<file path="src/rtl/packer.sv">
// -----------------------------------------------------------------------------
// packer
// Packs 16-bit per-channel sample sets (1-4 enabled channels) densely into
// 64-bit words, lane 0 (bits 15:0) first. Sits between the ADC channel outputs
// and the 64-bit DMA/timestamp datapath.
//
// Ports
//   clk                 in   1   clock, rising edge
//   resetn              in   1   asynchronous active-low reset
//   enabled_chan_count  in   3   enabled channels N (0 = none, 5-7 act as 4)
//   en                  in   1   sample set valid / packer enable
//   data_in_ready       out  1   current sample set is accepted this cycle
//   data_in_0..3        in   16  channel samples, only channels 0..N-1 used
//   data_out            out  64  packed word, lane k = bits 16k+15:16k
//   data_out_valid      out  1   data_out holds a word
//   data_out_ready      in   1   downstream takes the word
// -----------------------------------------------------------------------------
module packer (
    input  logic        clk,
    input  logic        resetn,
    input  logic [2:0]  enabled_chan_count,
    input  logic        en,
    output logic        data_in_ready,
    input  logic [15:0] data_in_0,
    input  logic [15:0] data_in_1,
    input  logic [15:0] data_in_2,
    input  logic [15:0] data_in_3,
    output logic [63:0] data_out,
    output logic        data_out_valid,
    input  logic        data_out_ready
);

    // Clamp the channel count: 5-7 behave as 4 channels.
    function automatic logic [2:0] eff_chan(input logic [2:0] cnt);
        if (cnt > 3'd4) begin
            return 3'd4;
        end else begin
            return cnt;
        end
    endfunction

    logic [2:0]   n_s;          // effective channel count 0..4
    logic [1:0]   fill_r;       // lanes currently held in the accumulator (0..3)
    logic [2:0]   fill_next_s;  // fill after appending this set (0..7)
    // Only lanes 0..2 ever survive an edge (fill < 4), so just those are stored;
    // the full 7-lane view exists combinationally in merged_s.
    logic [47:0]  acc_r;
    logic [111:0] merged_s;
    logic [15:0]  chan_s [4];
    logic         accept_s;
    logic         word_s;

    assign chan_s[0] = data_in_0;
    assign chan_s[1] = data_in_1;
    assign chan_s[2] = data_in_2;
    assign chan_s[3] = data_in_3;

    assign n_s           = eff_chan(enabled_chan_count);
    assign data_in_ready = en && (n_s != 3'd0) && (!data_out_valid || data_out_ready);
    assign accept_s      = en && data_in_ready;
    assign fill_next_s   = {1'b0, fill_r} + n_s;
    // A full word exists once four or more lanes are occupied.
    assign word_s        = fill_next_s[2];

    // Append the enabled channels of the current set at lanes fill..fill+N-1.
    // Lanes at or beyond N keep the accumulator contents, so unused inputs
    // never reach the datapath.
    always_comb begin
        merged_s = {64'd0, acc_r};
        for (int k = 0; k < 4; k++) begin
            merged_s[16*(int'(fill_r) + k) +: 16] =
                (3'(k) < n_s) ? chan_s[k] : merged_s[16*(int'(fill_r) + k) +: 16];
        end
    end

    // Accumulator and fill level: cleared whenever en is low, so a partial
    // word is dropped; held when the set is not accepted.
    always_ff @(posedge clk or negedge resetn) begin
        if (!resetn) begin
            fill_r <= 2'd0;
            acc_r  <= 48'd0;
        end else if (!en) begin
            fill_r <= 2'd0;
            acc_r  <= 48'd0;
        end else if (accept_s) begin
            if (word_s) begin
                fill_r <= 2'(fill_next_s - 3'd4);
                acc_r  <= merged_s[111:64];
            end else begin
                fill_r <= fill_next_s[1:0];
                acc_r  <= merged_s[47:0];
            end
        end else begin
            fill_r <= fill_r;
            acc_r  <= acc_r;
        end
    end

    // Output word register: a new word loads on the accepting edge, which also
    // covers the back-to-back case where the previous word leaves on that edge.
    always_ff @(posedge clk or negedge resetn) begin
        if (!resetn) begin
            data_out       <= 64'd0;
            data_out_valid <= 1'b0;
        end else if (accept_s && word_s) begin
            data_out       <= merged_s[63:0];
            data_out_valid <= 1'b1;
        end else if (data_out_valid && data_out_ready) begin
            data_out       <= data_out;
            data_out_valid <= 1'b0;
        end else begin
            data_out       <= data_out;
            data_out_valid <= data_out_valid;
        end
    end

endmodule

</file>
<file path="config.mk">
export PLATFORM = sky130hd
export DESIGN_NAME = packer
export DESIGN_NICKNAME = d
export VERILOG_FILES = /design/src/rtl/packer.sv
export SDC_FILE = /design/constraint.sdc
export NUM_CORES = 1
export LEC_CHECK = 0
export CORE_MARGIN = 2
export CORE_UTILIZATION = 30
export CTS_CLUSTER_SIZE = 28
export DETAILED_ROUTE_END_ITERATION = 6
export GPL_TIMING_DRIVEN = 1
export PLACE_DENSITY = 0.52
export SLEW_MARGIN = 40
export SYNTH_ARGS = -nofsm -noshare
export SYNTH_HDL_FRONTEND = slang
export SYNTH_SLANG_ARGS = --single-unit
</file>
<file path="constraint.sdc">
create_clock -name clk -period 7.8 [get_ports clk]
set_input_delay 1.56 -clock clk [delete_from_list [all_inputs] [get_ports clk]]
set_output_delay 1.56 -clock clk [all_outputs]
set_load 0.02 [all_outputs]
</file>
==> results.md <==
* Status: finished clean
* Critical Path AT at 4.32 ns
* Die Y-Extent at 181 µm
* Core area at 0.0307 mm²
* Ant diodes at 0
* R2R setup slack at 2.14 ns
* Yosys top cell area share at 30.5%
* Max Clk Rate at 0.170 GHz
* Number of global-route vias before repair at 11006
* H-tree depth at 4
* Initial antenna violation count at 0
* Register bit count reported by yosys at 115
* Sequential cell area at 0.00288 mm²
* Worst Path Max Fanout at 32
* Mapped Nets at 1296
* Relative slew slack at 37.1%
* Avg Synthesized Cell Area at 7.78 µm²
* Top post-synthesis cells by area: dfrtp_1 30%, a221oi_1 8.0%, nand2_1 6.2%
* Critical Path RT at 6.24 ns
* Hold Fails Final Rpt at 0
* Worst Hold Launch: data_out[1]
* First-pass GRT wire length at 75200 µm
* Bufs and invs on worst path at 5
* IO buf count at 136
* Hold_buf cts at 0
* Worst hold stages at 2
* Area of the multi-input gates at 0.00616 mm²
* Most frequent cells in the layout: 155 x nand2_1, 134 x clkdlybuf4s50_1, 115 x dfrtp_1
* Part of the Yosys area used for sequential elements at 30.5%
* Grt ovf at 0
* R2R cell count at 11
* Reg clk slew, reported paths at 0.06 ns
* Least-Margin Pin Slew at 0.933 ns
* Routability cong. at 0.999
* Setup crit end kind: output port
* Top Ports at 137
* DR WL/cell at 30.4 µm
* Top FF cell, synth: dfrtp_1
* Post-Synth Simple-Gate Area at 18.8%
* Tcrit/Tclk final at 75.4%
* Clock sink count at 115
* Via density at 6.87
* Fraction of registers with async set/reset at 100%
* Cell family contributing the most delay on the critical path: buffers and inverters
* Compound-Gate Fraction of Synth Area at 41.1%
* Worst Hold Class: reg2reg
* Syn Inst Count at 1214
* GRT Util Overall at 30.7%
* CTS tree: yes
* Layout cells sized above 1 at 9.98%
* Reg-to-reg endpoint: acc_r[46]
* # fillers at 3205
* Post-Synth XOR/XNOR Area at 0.186%
* Synth area leader: dfrtp_1
* Main combinational cell family by area after synthesis: compound AO/OA/AOI/OAI gates
* Hpwl dp at 34100 µm
* Max_cap viols at 0
* Mapped Area at 0.00944 mm²
* Routed Antenna Nets at 0
* Die ar. at 0.0329 mm²
* # DRC at 0
* Launching point of the worst reg2reg path: fill_r[0]
* Critical path, cell by cell: clkdlybuf4s50_1, buf_4, or3_1, buf_4, nand3_1, inv_1, clkdlybuf4s50_1
* Max clock buf depth at 2
* Worst VDD drop at 0.153 mV
* Min Tclk post-route at 5.88 ns
* Hold WS at 0.479 ns
* Pins Over Slew Limit at 0
* First-pass iteration count of the detailed router at 6
* Final setup vio count at 0
* Power Density at 282 mW/mm²
* P&R area growth vs syn at 24.6%
* Slowest stage delay, CP at 0.65 ns
* Post-Route WL at 51600 µm
* Critical path's slowest cell: clkdlybuf4s50_1
* Final nets at 1372
* Final setup TNS at 0 ns
* Clock skew at 0.0174 ns
* EDFF count, synth at 0
* Worst-Skew Late Latency at 0.44 ns
* Initial Utilization at 30.7%
* Crit Path Category: in2out
* Num rows at 64
* Total CTS buffers at 17
* Most common cell after layout, fill and taps aside: nand2_1
* Initial DRC count at 1965
* Multiplexer share of the synthesized area at 2.13%
* Core Util, Final at 38.3%
* Setup bufs post-CTS at 0
* P_leak at 4.47 nW
* Die X at 181 µm
* Via Count at 11661
* RSZ-0062 raised after global routing: no
* Adder-cell share of the synthesized area at 1.54%
* Synth cell types at 74
* Post-cts resize count at 0
* CP startpoint kind: primary input
* Clk root buf: clkbuf_16
* Synth warn at 0
* Worst Hold End: data_out[1]
* Largest net degree at the start of global routing at 92
## cells in the mapped netlist, drive strengths merged (9+ instances only)
library cell	count
and2	10
clkbuf	84
nand2b	11
a21oi	99
a222oi	13
inv	13
o21ai	110
a21o	17
a32oi	9
ha	10
a211oi	49
o221ai	9
mux2	14
nand2	156
nor2	110
a22o	25
nand3	21
o32ai	15
a221oi	87
buf	31
nor3	37
dfrtp	115
nor2b	15
a22oi	62
## worst register-to-register path, stage by stage (launching register included)
cell and delay [ns]:
dfrtp_1 0.33, buf_4 0.60, clkinv_1 0.99, ha_1 0.54, buf_4 0.28, and4bb_2 0.39, nand2b_1 0.32, nor3_1 0.49
o31ai_1 0.22, a32oi_1 0.69, a2bb2oi_1 0.41, a211oi_1 0.31
## per-layer routing
metal,part of all wire (%),vias up,track usage [%]
li1,-,4888,-
met1,42,5538,42.9
met2,39,1017,41.5
met3,14,218,10.3
met4,5.6,0,16.0
met5,0,-,0
## layout make-up
class                      instances  area share (%)
timing repair buffer             172            14.0
clock buffer                      21            3.83
clock inverter                    10           0.734
sequential                       115            24.5
multi-input combinational        970            52.3
tap                              396            4.21
inverter                          14           0.447
## through the flow
step	setup slack, ns	power (mW)	instances	cell area, µm²
after global placement	2.01	2.48	1666	11100
after global routing	1.83	3.45	1698	11800
after floorplan	3.30	1.78	1214	9440
after detailed placement	2.01	2.50	1667	11200
after CTS	1.98	3.26	1698	11800
final	1.92	3.32	1698	11800
## power by group
group | internal (mW) | switching [mW]
combinational | 0.584 | 1.07
clock | 0.442 | 0.318
sequential | 0.767 | 0.136
## cells by family after synthesis
| kind of cell | after synthesis |
|---|---|
| AOI/OAI and AO/OA | 546 |
| xor gates and xnor gates | 2 |
| adders and majority gates | 11 |
| buffers and inverters | 129 |
| DFF | 115 |
| muxes | 18 |
| and+or+nand+nor | 393 |
## state kept, by name (all words and copies together), names as in the netlist
name            flops
acc_r              48
data_out           64
data_out_valid      1
fill_r              2
## how the worst max path moves through the flow
stage / start / endpoint / slack, ns / cells after the start
6_report: enabled_chan_count[2] / data_in_ready / 1.92 / 7
5_1_grt: enabled_chan_count[2] / data_in_ready / 1.83 / 7
4_1_cts: enabled_chan_count[2] / data_in_ready / 1.98 / 7
3_5_place_dp: enabled_chan_count[2] / data_in_ready / 2.01 / 7
3_3_place_gp: enabled_chan_count[2] / data_out[49] / 2.01 / 12
2_1_floorplan: enabled_chan_count[1] / data_in_ready / 3.30 / 7
Power figures use the tool's default switching activity.
==> edit: new RTL, config.mk and constraints unchanged <==
Reset style: synchronous (`resetn`), changed in 2 clocked blocks. Comments in the files are not updated.
--- a/src/rtl/packer.sv
+++ b/src/rtl/packer.sv
@@ -75,7 +75,7 @@
 
     // Accumulator and fill level: cleared whenever en is low, so a partial
     // word is dropped; held when the set is not accepted.
-    always_ff @(posedge clk or negedge resetn) begin
+    always_ff @(posedge clk) begin
         if (!resetn) begin
             fill_r <= 2'd0;
             acc_r  <= 48'd0;
@@ -98,7 +98,7 @@
 
     // Output word register: a new word loads on the accepting edge, which also
     // covers the back-to-back case where the previous word leaves on that edge.
-    always_ff @(posedge clk or negedge resetn) begin
+    always_ff @(posedge clk) begin
         if (!resetn) begin
             data_out       <= 64'd0;
             data_out_valid <= 1'b0;
Behaviour: not the same (a bounded check fails within 4 cycles, from zero or initial values and one cycle with resetn low; the reset may be asserted at any time).
==> edit against the unedited design <==
Setup slack got worse by 390 ps. Non-clock buffer count decreased by 2. Register-to-register slack better by 810 ps. Global-route usage up 0.30 points. Via count increased by 4.1%. Design area rose by 0.28%. Wire length is 2.8% higher. Sequential cell count unchanged. Synthesized area is 1.1% higher. Synthesized cell count is 5.8% higher.
Power is not compared: it rests on default switching activity, and its combinational part moved more than twofold at a synthesized area within 25%.
==> edit: results (changes against the unedited design) <==
finalWeightedCongestion: 0.987  # was 0.999
cts_setup_buffers: 0  # unchanged
grtUsageTotal: 0.310  # was 0.307
reg.largest.list: "data_out x64, acc_r x48, fill_r x2"  # unchanged
yosys.cell_types.count: 88  # was 74
yosys-top-cells-count: "140 x nand2_1, 115 x dfxtp_1, 100 x a21oi_1"  # was 156 x nand2_1, 115 x dfrtp_1, 108 x nor2_1, 108 x o21ai_0, 99 x a21oi_1
skew_ps: 12.9  # was 17.4 ps
dp_hpwl_um: 38000  # was 34100 µm
place_area_mm2: 0.0112  # about the same
synth_compound_area_frac: 0.432  # was 0.411
yosysWarnings: 0  # unchanged
peakVddDrop_uv: 148
drive_gt1_frac: 0.106  # was 0.0998
status: "complete, no violations"  # unchanged
muxShareOfSynthArea: 0.0239  # was 0.0213
grt_max_degree: 75  # was 92
cts_buffer_depth: 2  # unchanged
htreeDepth: 4  # unchanged
dr.pass1.iters: 7  # was 6
async_flop_share: 0  # was 1.00
grt_first_pass_wirelength_um: 76300  # was 75200 µm
synth_seq_area_share: 0.241  # was 0.305
layout.nets: 1441  # was 1372
yosys_most_used_dff: "dfxtp_1"  # was dfrtp_1
synth_xor_area_frac: 0.00275  # was 0.00186
synthTopCellsByArea: "dfxtp_1 24%, nand2_1 5.5%, a21oi_1 5.2%"  # was dfrtp_1 30%, a221oi_1 8.0%, nand2_1 6.2%
fillers: 3200  # was 3205
cp.arrival_ps: 4720  # was 4320 ps
grt_pass1_vias: 11100  # was 11000
drt_iter0_markers: 2537  # was 1965
synthAdderAreaFrac: 0.0152  # was 0.0154
antenna_found_initial: 1  # was 0
cellLeakagePower_uw: 0.00383
routed_wl_um: 53100  # was 51600 µm
path_clk_slew_ps: 60  # about the same
worst_pin_slew_ps: 974  # was 933 ps
cts_resized: 0  # unchanged
critical_path.max_fanout: 20  # was 32
vias: 12100  # was 11700
clockRootBuffer: "clkbuf_16"  # unchanged
insertion_delay_ps: 440  # about the same
-- edit: cells by family after synthesis --
| kind of cell | Yosys count |
|---|---|
| fa+ha+maj | 11 |
| buf+inv | 128 |
| compound gates | 568 |
| simple gates | 440 |
| mux | 19 |
| flops | 115 |
| xor+xnor | 3 |
-- edit: where the power goes --
part / internal (µW) / switching (µW)
Combinational: 177 / 350
Clock: 479 / 329
Sequential: 616 / 22.4
-- edit: path summary, 6_finish.rpt --
kind | startpoint | endpoint | slack, ps | depth (start not counted)
worst max register to register | fill_r[0] | acc_r[42] | 2950 | 10
worst max-delay path | enabled_chan_count[1] | data_in_ready | 1520 | 5
worst min-delay path | data_out[19] | data_out[19] | 450 | 2
worst min register to register | data_out[19] | data_out[19] | 450 | 2
-- edit: final cells by class --
cell class	count	area [µm²]	area share
Timing Repair Buffer	170	1600	0.135
Tap cell	402	503	0.0426
Antenna cell	1	2.50	0.000212
Inverter	14	52.6	0.00445
Clock inverter	12	133	0.0112
Multi-Input combinational cell	1041	6760	0.573
Sequential cell	115	2300	0.195
Clock buffer	20	447	0.0379
-- edit: routing by layer --
layer	share of wire	track usage
met5	0.00024	0
met4	0.041	0.120
met3	0.15	0.115
met2	0.40	0.432
met1	0.41	0.431
-- edit: critical path, stage by stage --
cell and delay (ps):
clkdlybuf4s50_1 780, or3_4 410, nand3_1 560, inv_2 690, clkdlybuf4s50_1 710
-- edit: per-stage QoR --
| step | std cells | util | worst slack (ps) | hold WS [ps] |
|---|---|---|---|---|
| finish | 1775 | 0.375 | 1520 | 454 |
| global route | 1774 | 0.375 | 1460 | 478 |
| CTS | 1772 | 0.374 | 1650 | 457 |
| detailed placement | 1740 | 0.356 | 1640 | 447 |
| global placement | 1734 | 0.353 | 1440 | 443 |
| floorplan | 1284 | - | 3340 | 526 |
